## src/rtl/bk16_share_ctrl_pkg.sv

```systemverilog
// Shared definitions for the bk16 adder-sharing controller.
//   state_e  : controller FSM states
//   HALF_W   : width of one adder pass (16)
//   FULL_W   : width of a wide operand (32)
//   half_of  : selects the low or high 16-bit half of a 32-bit operand
package bk16_share_ctrl_pkg;

  localparam int HALF_W = 16;
  localparam int FULL_W = 32;

  typedef enum logic [2:0] {
    IDLE = 3'd0,
    LO   = 3'd1,
    LO_W = 3'd2,
    HI   = 3'd3,
    HI_W = 3'd4,
    RESP = 3'd5
  } state_e;

  function automatic logic [HALF_W-1:0] half_of(input logic [FULL_W-1:0] word,
                                                input logic              upper);
    return upper ? word[FULL_W-1:HALF_W] : word[HALF_W-1:0];
  endfunction

endpackage

```

## src/rtl/bk16_rr_pick.sv

```systemverilog
// Combinational round-robin picker.
//   req_valid : per-requester valid
//   rr_ptr    : index searched first (always < NREQ)
//   grant     : one-hot grant, zero when nothing is valid
//   grant_idx : index of the granted requester (0 when none)
//   any_valid : at least one requester is valid
module bk16_rr_pick #(
  parameter int NREQ = 4,
  parameter int IDW  = 2
) (
  input  logic [NREQ-1:0] req_valid,
  input  logic [IDW-1:0]  rr_ptr,
  output logic [NREQ-1:0] grant,
  output logic [IDW-1:0]  grant_idx,
  output logic            any_valid
);

  always_comb begin
    int j;
    grant     = '0;
    grant_idx = '0;
    any_valid = 1'b0;
    j         = 0;
    // Walk rr_ptr, rr_ptr+1, ... with wrap; the first valid hit wins.
    for (int k = 0; k < NREQ; k++) begin
      j = int'(rr_ptr) + k;
      if (j >= NREQ) j = j - NREQ;
      if (!any_valid && req_valid[j]) begin
        any_valid = 1'b1;
        grant[j]  = 1'b1;
        grant_idx = IDW'(j);
      end
    end
  end

endmodule

```

## src/rtl/bk16_share_ctrl.sv

```systemverilog
// Shares one registered 16-bit adder core between NREQ requesters.
// Narrow ops take one adder pass, wide ops take two with the low-pass
// carry chained into the high pass. Results return on one tagged port.
//
// Ports:
//   clk, rst              : clock, asynchronous active-low reset
//   req_valid/req_ready   : per-requester request handshake
//   req_a, req_b          : 32-bit operands, requester i at [32i+31:32i]
//   req_cin, req_wide     : per-requester carry-in and 32-bit select
//   add_x, add_y, add_cin : registered drive into the adder core
//   add_s                 : adder core registered sum (one cycle behind add_*)
//   rsp_valid/rsp_ready   : response handshake
//   rsp_id, rsp_sum, rsp_cout : response tag, result and final carry
//   busy                  : controller is not in IDLE
//
// Handshakes: a transfer happens on a rising edge where valid and ready are
// both high. req_ready is only offered in IDLE and is at most one-hot;
// rsp_valid stays high with rsp_* stable until rsp_ready takes it.
import bk16_share_ctrl_pkg::*;

module bk16_share_ctrl #(
  parameter int NREQ = 4,
  parameter int IDW  = 2
) (
  input  logic                 clk,
  input  logic                 rst,
  input  logic [NREQ-1:0]      req_valid,
  output logic [NREQ-1:0]      req_ready,
  input  logic [NREQ*32-1:0]   req_a,
  input  logic [NREQ*32-1:0]   req_b,
  input  logic [NREQ-1:0]      req_cin,
  input  logic [NREQ-1:0]      req_wide,
  output logic [HALF_W-1:0]    add_x,
  output logic [HALF_W-1:0]    add_y,
  output logic                 add_cin,
  input  logic [HALF_W:0]      add_s,
  output logic                 rsp_valid,
  input  logic                 rsp_ready,
  output logic [IDW-1:0]       rsp_id,
  output logic [FULL_W-1:0]    rsp_sum,
  output logic                 rsp_cout,
  output logic                 busy
);

  state_e              state;
  logic [IDW-1:0]      rr_ptr;
  logic [NREQ-1:0]     pick_grant;
  logic [IDW-1:0]      pick_idx;
  logic                pick_any;
  logic [IDW-1:0]      next_ptr;

  logic [FULL_W-1:0]   sel_a;
  logic [FULL_W-1:0]   sel_b;
  logic                sel_cin;
  logic                sel_wide;

  // Only the high halves need holding; the low halves go straight into
  // add_x/add_y on the grant edge.
  logic [HALF_W-1:0]   op_a_hi;
  logic [HALF_W-1:0]   op_b_hi;
  logic                op_wide;
  logic [HALF_W-1:0]   lo;

  bk16_rr_pick #(
    .NREQ (NREQ),
    .IDW  (IDW)
  ) u_pick (
    .req_valid (req_valid),
    .rr_ptr    (rr_ptr),
    .grant     (pick_grant),
    .grant_idx (pick_idx),
    .any_valid (pick_any)
  );

  // Operand mux driven by the one-hot grant.
  always_comb begin
    sel_a    = '0;
    sel_b    = '0;
    sel_cin  = 1'b0;
    sel_wide = 1'b0;
    for (int i = 0; i < NREQ; i++) begin
      if (pick_grant[i]) begin
        sel_a    = sel_a | req_a[FULL_W*i +: FULL_W];
        sel_b    = sel_b | req_b[FULL_W*i +: FULL_W];
        sel_cin  = sel_cin | req_cin[i];
        sel_wide = sel_wide | req_wide[i];
      end
    end
  end

  assign next_ptr = (pick_idx == IDW'(NREQ-1)) ? '0 : pick_idx + IDW'(1);

  // Gated by rst so nothing is accepted while reset is held.
  assign req_ready = (state == IDLE && rst) ? pick_grant : '0;
  assign busy      = (state != IDLE);

  // add_* are loaded on the edge entering LO/HI so the adder registers
  // them at the end of LO/HI and add_s is valid during LO_W/HI_W.
  always_ff @(posedge clk or negedge rst) begin
    if (!rst) begin
      state     <= IDLE;
      rr_ptr    <= '0;
      op_a_hi   <= '0;
      op_b_hi   <= '0;
      op_wide   <= 1'b0;
      lo        <= '0;
      add_x     <= '0;
      add_y     <= '0;
      add_cin   <= 1'b0;
      rsp_valid <= 1'b0;
      rsp_id    <= '0;
      rsp_sum   <= '0;
      rsp_cout  <= 1'b0;
    end else begin
      case (state)
        IDLE: begin
          if (pick_any) begin
            op_a_hi <= half_of(sel_a, 1'b1);
            op_b_hi <= half_of(sel_b, 1'b1);
            op_wide <= sel_wide;
            rsp_id  <= pick_idx;
            rr_ptr  <= next_ptr;
            add_x   <= half_of(sel_a, 1'b0);
            add_y   <= half_of(sel_b, 1'b0);
            add_cin <= sel_cin;
            state   <= LO;
          end
        end
        LO: state <= LO_W;
        LO_W: begin
          if (op_wide) begin
            lo      <= add_s[HALF_W-1:0];
            add_x   <= op_a_hi;
            add_y   <= op_b_hi;
            add_cin <= add_s[HALF_W];
            state   <= HI;
          end else begin
            rsp_sum   <= {{HALF_W{1'b0}}, add_s[HALF_W-1:0]};
            rsp_cout  <= add_s[HALF_W];
            rsp_valid <= 1'b1;
            state     <= RESP;
          end
        end
        HI: state <= HI_W;
        HI_W: begin
          rsp_sum   <= {add_s[HALF_W-1:0], lo};
          rsp_cout  <= add_s[HALF_W];
          rsp_valid <= 1'b1;
          state     <= RESP;
        end
        RESP: begin
          if (rsp_ready) begin
            rsp_valid <= 1'b0;
            state     <= IDLE;
          end
        end
        default: state <= IDLE;
      endcase
    end
  end

endmodule
```

## config.mk

```make
export PLATFORM = sky130hd
export DESIGN_NAME = bk16_share_ctrl
export DESIGN_NICKNAME = d
export VERILOG_FILES = /design/src/rtl/bk16_share_ctrl_pkg.sv /design/src/rtl/bk16_rr_pick.sv /design/src/rtl/bk16_share_ctrl.sv
export SDC_FILE = /design/constraint.sdc
export NUM_CORES = 1
export LEC_CHECK = 0
export ABC_AREA = 1
export ABC_CLOCK_PERIOD_IN_PS = 4700
export BUFFER_PORTS_ARGS = -buffer_cell sky130_fd_sc_hd__buf_2
export CAP_MARGIN = 40
export CORE_AREA = 3 3 139 141
export CTS_BUF_LIST = sky130_fd_sc_hd__clkbuf_4 sky130_fd_sc_hd__clkbuf_8 sky130_fd_sc_hd__clkbuf_16
export DETAILED_ROUTE_END_ITERATION = 10
export DIE_AREA = 0 0 142 144
export GPL_TIMING_DRIVEN = 0
export PLACE_DENSITY = 0.71
export SKIP_CTS_REPAIR_TIMING = 1
export SLEW_MARGIN = 40
export SYNTH_ARGS = -nofsm -noshare
export SYNTH_HDL_FRONTEND = slang
export SYNTH_SLANG_ARGS = --single-unit
```

## constraint.sdc

```tcl
create_clock -name clk -period 4.7 [get_ports clk]
set_input_delay 0.47 -clock clk [delete_from_list [all_inputs] [get_ports clk]]
set_output_delay 0.47 -clock clk [all_outputs]
set_load 0.01 [all_outputs]
```

==> impl_metrics.json, run 1 <==
{
  "max_slew.worst_pin.slew_ps": 543,
  "synth_sequential_area_ratio_pct": 42.5,
  "compound_gate_fraction_of_synth_area_pct": 9.65,
  "cts.path.max_buffers": 2,
  "synth.yosys.warnings": 0,
  "p_total_uw": 8340,
  "grt_use_total_pct": 27.8,
  "io_buffers": 361,
  "postLayoutCoreUtil_pct": 55.4,
  "critical_path.max_fanout": 10,
  "postRouteAntennaNets": 0,
  "yosys-mux-area-fraction_pct": 0.155,
  "period_share_pct": 76.7,
  "finalSetupViolCount": 0,
  "worst_setup_path_start_kind": "register",
  "post_synthesis_simple_gate_area_fraction_pct": 41.3,
  "detail_route.wl_per_cell_um": 17.1,
  "grt_setup_unrepaired": "false",
  "synth_area_per_cell_um2": 6.78,
  "max-vdd-ir-drop_mv": 0.337,
  "cts-root-buf": "sky130_fd_sc_hd__clkbuf_16",
  "finalHoldViolCount": 0,
  "fp.coreArea_mm2": 0.0181,
  "die-height_um": 144,
  "yosys.area.top_type": "sky130_fd_sc_hd__dfrtp_1",
  "setup_tns_ps": 0,
  "crit_type": "register to output port",
  "crit_required_ps": 4230,
  "drive_gt1_share_pct": 31.0,
  "total_length_of_routed_wires_um": 29000,
  "post_synth_num_cell_types": 27,
  "synth_top_family_by_area": "simple AND/OR/NAND/NOR gates",
  "max_frequency_ghz": 0.277,
  "final_period_minus_worst_setup_slack_ps": 3600,
  "power_per_cell_area_mw_per_mm2": 832,
  "fin_skew_ps": 9.86,
  "vias_post_dr": 8682,
  "run_status": "finished clean",
  "max_slew_margin_pct": 63.8,
  "synth_enable_flop_cells": 0,
  "synth_to_layout_area_growth_pct": 38.3,
  "final_cell_count_no_fill": 1697,
  "via_count_of_the_first_global_routing_pass": 8416,
  "clk_latency_ps": 420,
  "area_share_of_the_leading_cell_type_in_the_synthesized_netlist_pct": 42.5,
  "pin_count_of_the_biggest_net_entering_global_routing": 51,
  "worstHoldPathType": "input port to register",
  "synthArstFlopShare_pct": 100,
  "mappedNetlistNets": 1361,
  "detail_route.first_pass.iterations": 5,
  "synth_top_cells_by_area": "sky130_fd_sc_hd__dfrtp_1, sky130_fd_sc_hd__nand2_1, sky130_fd_sc_hd__nand3_1",
  "floorplan.initialDensity_pct": 40.1,
  "cells_after_dpl": 1661,
  "cts-htree-levels": 4,
  "ys.flop_type": "sky130_fd_sc_hd__dfrtp_1",
  "syn_area_mm2": 0.00725,
  "drtIter0Drc": 586,
  "placed_area_mm2": 0.00941,
  "critical_path.endpoint_type": "output port",
  "tritoncts": "done",
  "nFillCells": 1794,
  "numCtsBuffers": 17,
  "grt_overflow": 0,
  "post-route-drc-count": 0,
  "post_synth_fa_ha_maj_area_fraction_pct": 0.690,
  "die_x_um": 142,
  "final_nets": 1744,
  "clock-sinks": 123,
  "gp_routability_congestion": 0.956,
  "grt_first_pass_wirelength_um": 44100,
  "ioPinCount": 362,
  "critPathArrivalTime_ps": 3130,
  "design.die.area_mm2": 0.0204,
  "hpwlAfterDp_um": 22800,
  "post_synth_xor_xnor_area_pct": 0.121,
  "placementRows": 49,
  "clkSlewWorstSetupHoldPaths_ps": 60,
  "yosys_register_bits": 123,
  "grt_antenna_before_repair": 3,
  "route.detailed.vias_per_inst": 5.12,
  "synthesis.instances": 1069,
  "drv_cap": 0,
  "p_leak_uw": 0.00580,
  "drv_slew": 0,
  "post_route_cell_area_mm2": 0.0100
}
## cell usage after synthesis (all sizes together) (4+ instances only)
cell	number
inv	25
buf	44
nand4	36
ha	4
o21ai	54
a21oi	6
o21bai	33
a31oi	16
nor2	33
clkbuf	19
a21boi	5
nand3	82
nand2	584
dfrtp	123
## routing by layer
layer,global-route usage (%),wire (um)
met1,33.5,11500
met2,49.3,14800
met3,7.37,2230
met4,7.63,578
met5,0,0
## worst max-delay path: stages, from the launching register on
cell and delay (ps):
sky130_fd_sc_hd__dfrtp_1 530, sky130_fd_sc_hd__inv_2 140, sky130_fd_sc_hd__ha_1 370, sky130_fd_sc_hd__inv_1 90
sky130_fd_sc_hd__nand3_1 80, sky130_fd_sc_hd__nand2_1 90, sky130_fd_sc_hd__nor2_2 270, sky130_fd_sc_hd__a21oi_1 110
sky130_fd_sc_hd__nand3_1 230, sky130_fd_sc_hd__buf_4 250, sky130_fd_sc_hd__buf_2 300, sky130_fd_sc_hd__nand2_1 80
sky130_fd_sc_hd__inv_1 50, sky130_fd_sc_hd__buf_2 120
## power by group
| part | internal (uW) | total [uW] | switching (uW) |
|---|---|---|---|
| logic | 1710 | 5160 | 3460 |
| registers | 1580 | 1850 | 271 |
| clock network | 807 | 1330 | 522 |
| total | 4090 | 8340 | 4250 |
## cell type report
cell class | count | area [um^2] | area share, %
clock inverter | 14 | 161 | 1.61
inverter | 25 | 93.8 | 0.936
tap | 229 | 287 | 2.86
multi-input combinational | 858 | 3760 | 37.5
sequential | 123 | 3080 | 30.7
timing repair buffer | 364 | 1880 | 18.8
antenna | 3 | 7.51 | 0.0749
clock buffer | 18 | 439 | 4.38
buffer | 63 | 317 | 3.16
## flip-flops by register name, indices dropped and copies added (netlist names), named ones only
| register | flops |
|---|---|
| add_y | 16 |
| state | 3 |
| op_wide | 1 |
| rr_ptr | 1 |
| add_x | 16 |
| rsp_valid | 1 |
| rsp_sum | 32 |
| op_a_hi | 16 |
| add_cin | 1 |
| rsp_cout | 1 |
| lo | 16 |
| rsp_id | 2 |
| op_b_hi | 16 |
## per-stage QoR
| stage | hold WS (ps) | worst slack, ps |
|---|---|---|
| floorplan | 174 | 2230 |
| global placement | 454 | 921 |
| detailed placement | 352 | 1570 |
| CTS | -93.9 | 1110 |
| global route | 288 | 866 |
| finish | 293 | 1100 |
## logic make-up (layout without fill, tap and decap cells)
logic type / count (synthesis) / after routing
other: 0 / 3
DFF: 123 / 123
muxes: 1 / 1
adders and majority gates: 4 / 4
AOI/OAI and AO/OA: 116 / 116
xor gates and xnor gates: 1 / 1
buffers and inverters: 88 / 484
and+or+nand+nor: 736 / 736
## final timing paths
path | startpoint | endpoint | slack, ps | depth (start not counted)
min in group asynchronous | rst | rsp_sum[17] | 510 | 2
max | register | req_ready[2] | 1100 | 13
max reg2reg | register | op_a_hi[2] | 1720 | 14
min | add_s[3] | lo[3] | 290 | 3
max in group asynchronous | rst | op_b_hi[7] | 3370 | 4
min reg2reg | lo[6] | lo[6] | 470 | 2
## cell usage in the layout (no fill, tap or decap), types with 2 or more instances in the layout
master	n
sky130_fd_sc_hd__dfrtp_1	123
sky130_fd_sc_hd__o21ai_0	53
sky130_fd_sc_hd__nand3_1	79
sky130_fd_sc_hd__ha_1	4
sky130_fd_sc_hd__inv_6	2
sky130_fd_sc_hd__clkinv_4	5
sky130_fd_sc_hd__bufinv_16	2
sky130_fd_sc_hd__nand2_1	581
sky130_fd_sc_hd__buf_4	11
sky130_fd_sc_hd__nor2_1	28
sky130_fd_sc_hd__nand3_2	3
sky130_fd_sc_hd__nand4_1	36
sky130_fd_sc_hd__clkbuf_1	19
sky130_fd_sc_hd__nor2_2	5
sky130_fd_sc_hd__inv_8	2
sky130_fd_sc_hd__buf_16	2
sky130_fd_sc_hd__a31oi_1	16
sky130_fd_sc_hd__o21bai_1	33
sky130_fd_sc_hd__a21boi_0	4
sky130_fd_sc_hd__buf_2	391
sky130_fd_sc_hd__nand2_2	3
sky130_fd_sc_hd__diode_2	3
sky130_fd_sc_hd__clkbuf_16	17
sky130_fd_sc_hd__inv_1	20
sky130_fd_sc_hd__inv_2	5
sky130_fd_sc_hd__a21oi_1	6
sky130_fd_sc_hd__buf_1	2
sky130_fd_sc_hd__clkinv_2	2
(Power assumes the default switching activity.)
==> run 2: changes to the inputs <==
--- a/config.mk
+++ b/config.mk
@@ -6,15 +6,15 @@
 export NUM_CORES = 1
 export LEC_CHECK = 0
 export ABC_AREA = 1
-export ABC_CLOCK_PERIOD_IN_PS = 4700
+export ABC_CLOCK_PERIOD_IN_PS = 3100
 export BUFFER_PORTS_ARGS = -buffer_cell sky130_fd_sc_hd__buf_2
 export CAP_MARGIN = 40
-export CORE_AREA = 3 3 139 141
+export CORE_AREA = 3 3 140 142
 export CTS_BUF_LIST = sky130_fd_sc_hd__clkbuf_4 sky130_fd_sc_hd__clkbuf_8 sky130_fd_sc_hd__clkbuf_16
 export DETAILED_ROUTE_END_ITERATION = 10
-export DIE_AREA = 0 0 142 144
+export DIE_AREA = 0 0 143 145
 export GPL_TIMING_DRIVEN = 0
-export PLACE_DENSITY = 0.71
+export PLACE_DENSITY = 0.72
 export SKIP_CTS_REPAIR_TIMING = 1
 export SLEW_MARGIN = 40
 export SYNTH_ARGS = -nofsm -noshare
==> constraint.sdc (replaced) <==
create_clock -name clk -period 3.1 [get_ports clk]
set_input_delay 0.31 -clock clk [delete_from_list [all_inputs] [get_ports clk]]
set_output_delay 0.31 -clock clk [all_outputs]
set_load 0.01 [all_outputs]
==> run 2 against run 1 <==
  * Core utilization shrank 0.88 points
  * Combinational power grew 56%
  * Worst hold slack lost 170 ps
  * Critical path type unchanged
  * Global-route usage shrank 0.93 points
  * Via count grew 0.55%
  * Critical endpoint is now req_ready[3]
  * Routed wire length is essentially flat
  * Non-clock buffer count grew 2
  * Power grew 56%
  * Sequential share of layout area shrank 0.31 points
==> impl_metrics.json, run 2 (synthesized netlist as in run 1, its figures left out) <==
{
  "drv_slew": 0,
  "final_period_minus_worst_setup_slack_ps": 2940,
  "seq_power_share_pct": 21.5,
  "design.die.area_mm2": 0.0207,
  "critical_path.endpoint_type": "output port",
  "crit_type": "register to output port",
  "tritoncts": "done",
  "nFillCells": 1849,
  "finalHoldViolCount": 0,
  "placementRows": 50,
  "critPathArrivalTime_ps": 2630,
  "p_leak_uw": 0.00585,
  "die-height_um": 145,
  "worst_r2r_endpoint": "add_x[15]",
  "period_share_pct": 95.0,
  "setup_tns_ps": 0,
  "crit_required_ps": 2790,
  "worst_setup_path_start_kind": "register",
  "cts-root-buf": "sky130_fd_sc_hd__clkbuf_16",
  "max_frequency_ghz": 0.340,
  "largest_reg_flops": 32,
  "worst_hold_path.num_cells": 3,
  "total_length_of_routed_wires_um": 29100,
  "grt.met3_usage_pct": 5.44,
  "vias_post_dr": 8730,
  "drtIter0Drc": 587,
  "placed_area_mm2": 0.00939,
  "power_per_cell_area_mw_per_mm2": 1280,
  "post-route-drc-count": 0,
  "ioPinCount": 362,
  "cts-htree-levels": 4,
  "clkSlewWorstSetupHoldPaths_ps": 60,
  "cts.path.max_buffers": 2,
  "reg2reg_from": "rr_ptr[1]",
  "grt_antenna_before_repair": 3,
  "fin_skew_ps": 10.8,
  "clk_latency_ps": 410,
  "p_clk_share_pct": 16.4,
  "gp_routability_congestion": 0.933,
  "fp.coreArea_mm2": 0.0186,
  "worst_hold_path.endpoint": "lo[8]",
  "postRouteAntennaNets": 0,
  "clock-sinks": 123,
  "grt-busiest-layer": "met2",
  "hpwlAfterDp_um": 22500,
  "max-vdd-ir-drop_mv": 0.615,
  "drv_cap": 0,
  "via_count_of_the_first_global_routing_pass": 8395,
  "route.detailed.vias_per_inst": 5.12,
  "holdCritStartpoint": "add_s[8]",
  "grt_setup_unrepaired": "true",
  "cell_internal_pwr_uw": 6420,
  "die_x_um": 143,
  "switching_share_pct": 50.6,
  "post_route_cell_area_mm2": 0.0101,
  "max_flop_register": "rsp_sum",
  "power_switching_uw": 6570,
  "power_frac_comb_pct": 62.0,
  "gr-usage-met2_pct": 47.5,
  "io_buffers": 361,
  "run_status": "finished clean",
  "drive_gt1_share_pct": 31.6,
  "worstHoldPathType": "input port to register",
  "synth_to_layout_area_growth_pct": 39.8,
  "register_to_register_setup_slack_ps": 460,
  "grt_first_pass_wirelength_um": 43700,
  "floorplan.initialDensity_pct": 39.0,
  "final_common_cell": "sky130_fd_sc_hd__nand2_1",
  "detail_route.first_pass.iterations": 6,
  "grt_overflow": 0,
  "final_nets": 1746,
  "grt_use_total_pct": 26.9,
  "max_slew_margin_pct": 64.1,
  "worst_r2r_path_depth": 14,
  "pin_count_of_the_biggest_net_entering_global_routing": 67,
  "numCtsBuffers": 17,
  "max_slew.worst_pin.slew_ps": 539,
  "grtUsageMet1_pct": 32.6,
  "finalSetupViolCount": 0,
  "p_total_uw": 13000,
  "detail_route.wl_per_cell_um": 17.0,
  "critical_path.max_fanout": 10,
  "final_cell_mix": "sky130_fd_sc_hd__nand2_1, sky130_fd_sc_hd__buf_2, sky130_fd_sc_hd__dfrtp_1, sky130_fd_sc_hd__nand3_1, sky130_fd_sc_hd__o21ai_0"
}
==> run 2: changes by cell type in the layout (fill, tap and decap cells not counted), sizes merged <==
cell,before,now
buf,407,409
bufinv,2,3
clkbuf,37,36
clkinv,7,4
clkinvlp,1,0
diode,3,4
inv,29,33
==> run 2: cell type report <==
type / instances / area, um^2 / area share (%)
antenna: 4 / 10.0 / 0.0988
buffer: 61 / 347 / 3.42
clock buffer: 17 / 425 / 4.20
clock inverter: 15 / 204 / 2.01
inverter: 25 / 96.3 / 0.950
multi-input combinational: 858 / 3790 / 37.4
sequential: 123 / 3080 / 30.4
tap: 234 / 293 / 2.89
timing repair buffer: 368 / 1890 / 18.7
==> run 2: worst max path at each step <==
stage | end | start | depth (start not counted)
floorplan | req_ready[1] | register | 13
global placement | req_ready[2] | rst | 6
detailed placement | req_ready[3] | register | 13
CTS | req_ready[3] | register | 13
global route | req_ready[0] | register | 13
finish | req_ready[3] | rr_ptr[1] | 13
==> run 2: metrics by stage <==
step / hold slack [ps] / utilization [%] / worst slack [ps] / std cells
6_report: 127 / 54.6 / 155 / 1705
3_3_place_gp: 454 / 50.3 / -399 / 1664
5_1_grt: 137 / 54.5 / -26.4 / 1704
2_1_floorplan: 14.4 / - / 794 / 1069
4_1_cts: -167 / 53.9 / -354 / 1697
3_5_place_dp: 278 / 50.5 / 114 / 1665
==> run 2: power by group through the flow <==
| stage | Combinational [uW] | Sequential (uW) | Clock [uW] |
|---|---|---|---|
| CTS | 7830 | 2790 | 2160 |
| detailed placement | 7790 | 2800 | 0 |
| finish | 8050 | 2800 | 2140 |
| floorplan | 4880 | 2920 | 0 |
| global route | 8930 | 2880 | 2230 |
| global placement | 7720 | 2770 | 0 |
==> run 2: critical path, stage by stage, from the launching register on <==
cell	delay, ps
sky130_fd_sc_hd__dfrtp_2	440
sky130_fd_sc_hd__inv_2	90
sky130_fd_sc_hd__ha_1	360
sky130_fd_sc_hd__inv_1	100
sky130_fd_sc_hd__nand3_1	90
sky130_fd_sc_hd__nand2_1	100
sky130_fd_sc_hd__nor2_4	190
sky130_fd_sc_hd__a21oi_1	110
sky130_fd_sc_hd__nand3_2	150
sky130_fd_sc_hd__buf_6	180
sky130_fd_sc_hd__buf_6	180
sky130_fd_sc_hd__nand2_1	60
sky130_fd_sc_hd__inv_1	60
sky130_fd_sc_hd__buf_2	120
==> run 2: routing by layer <==
layer | wire length (um) | vias up
met5 | 0 | -
met4 | 626 | 0
met3 | 2350 | 44
met2 | 14600 | 407
li1 | - | 4233
met1 | 11500 | 4046
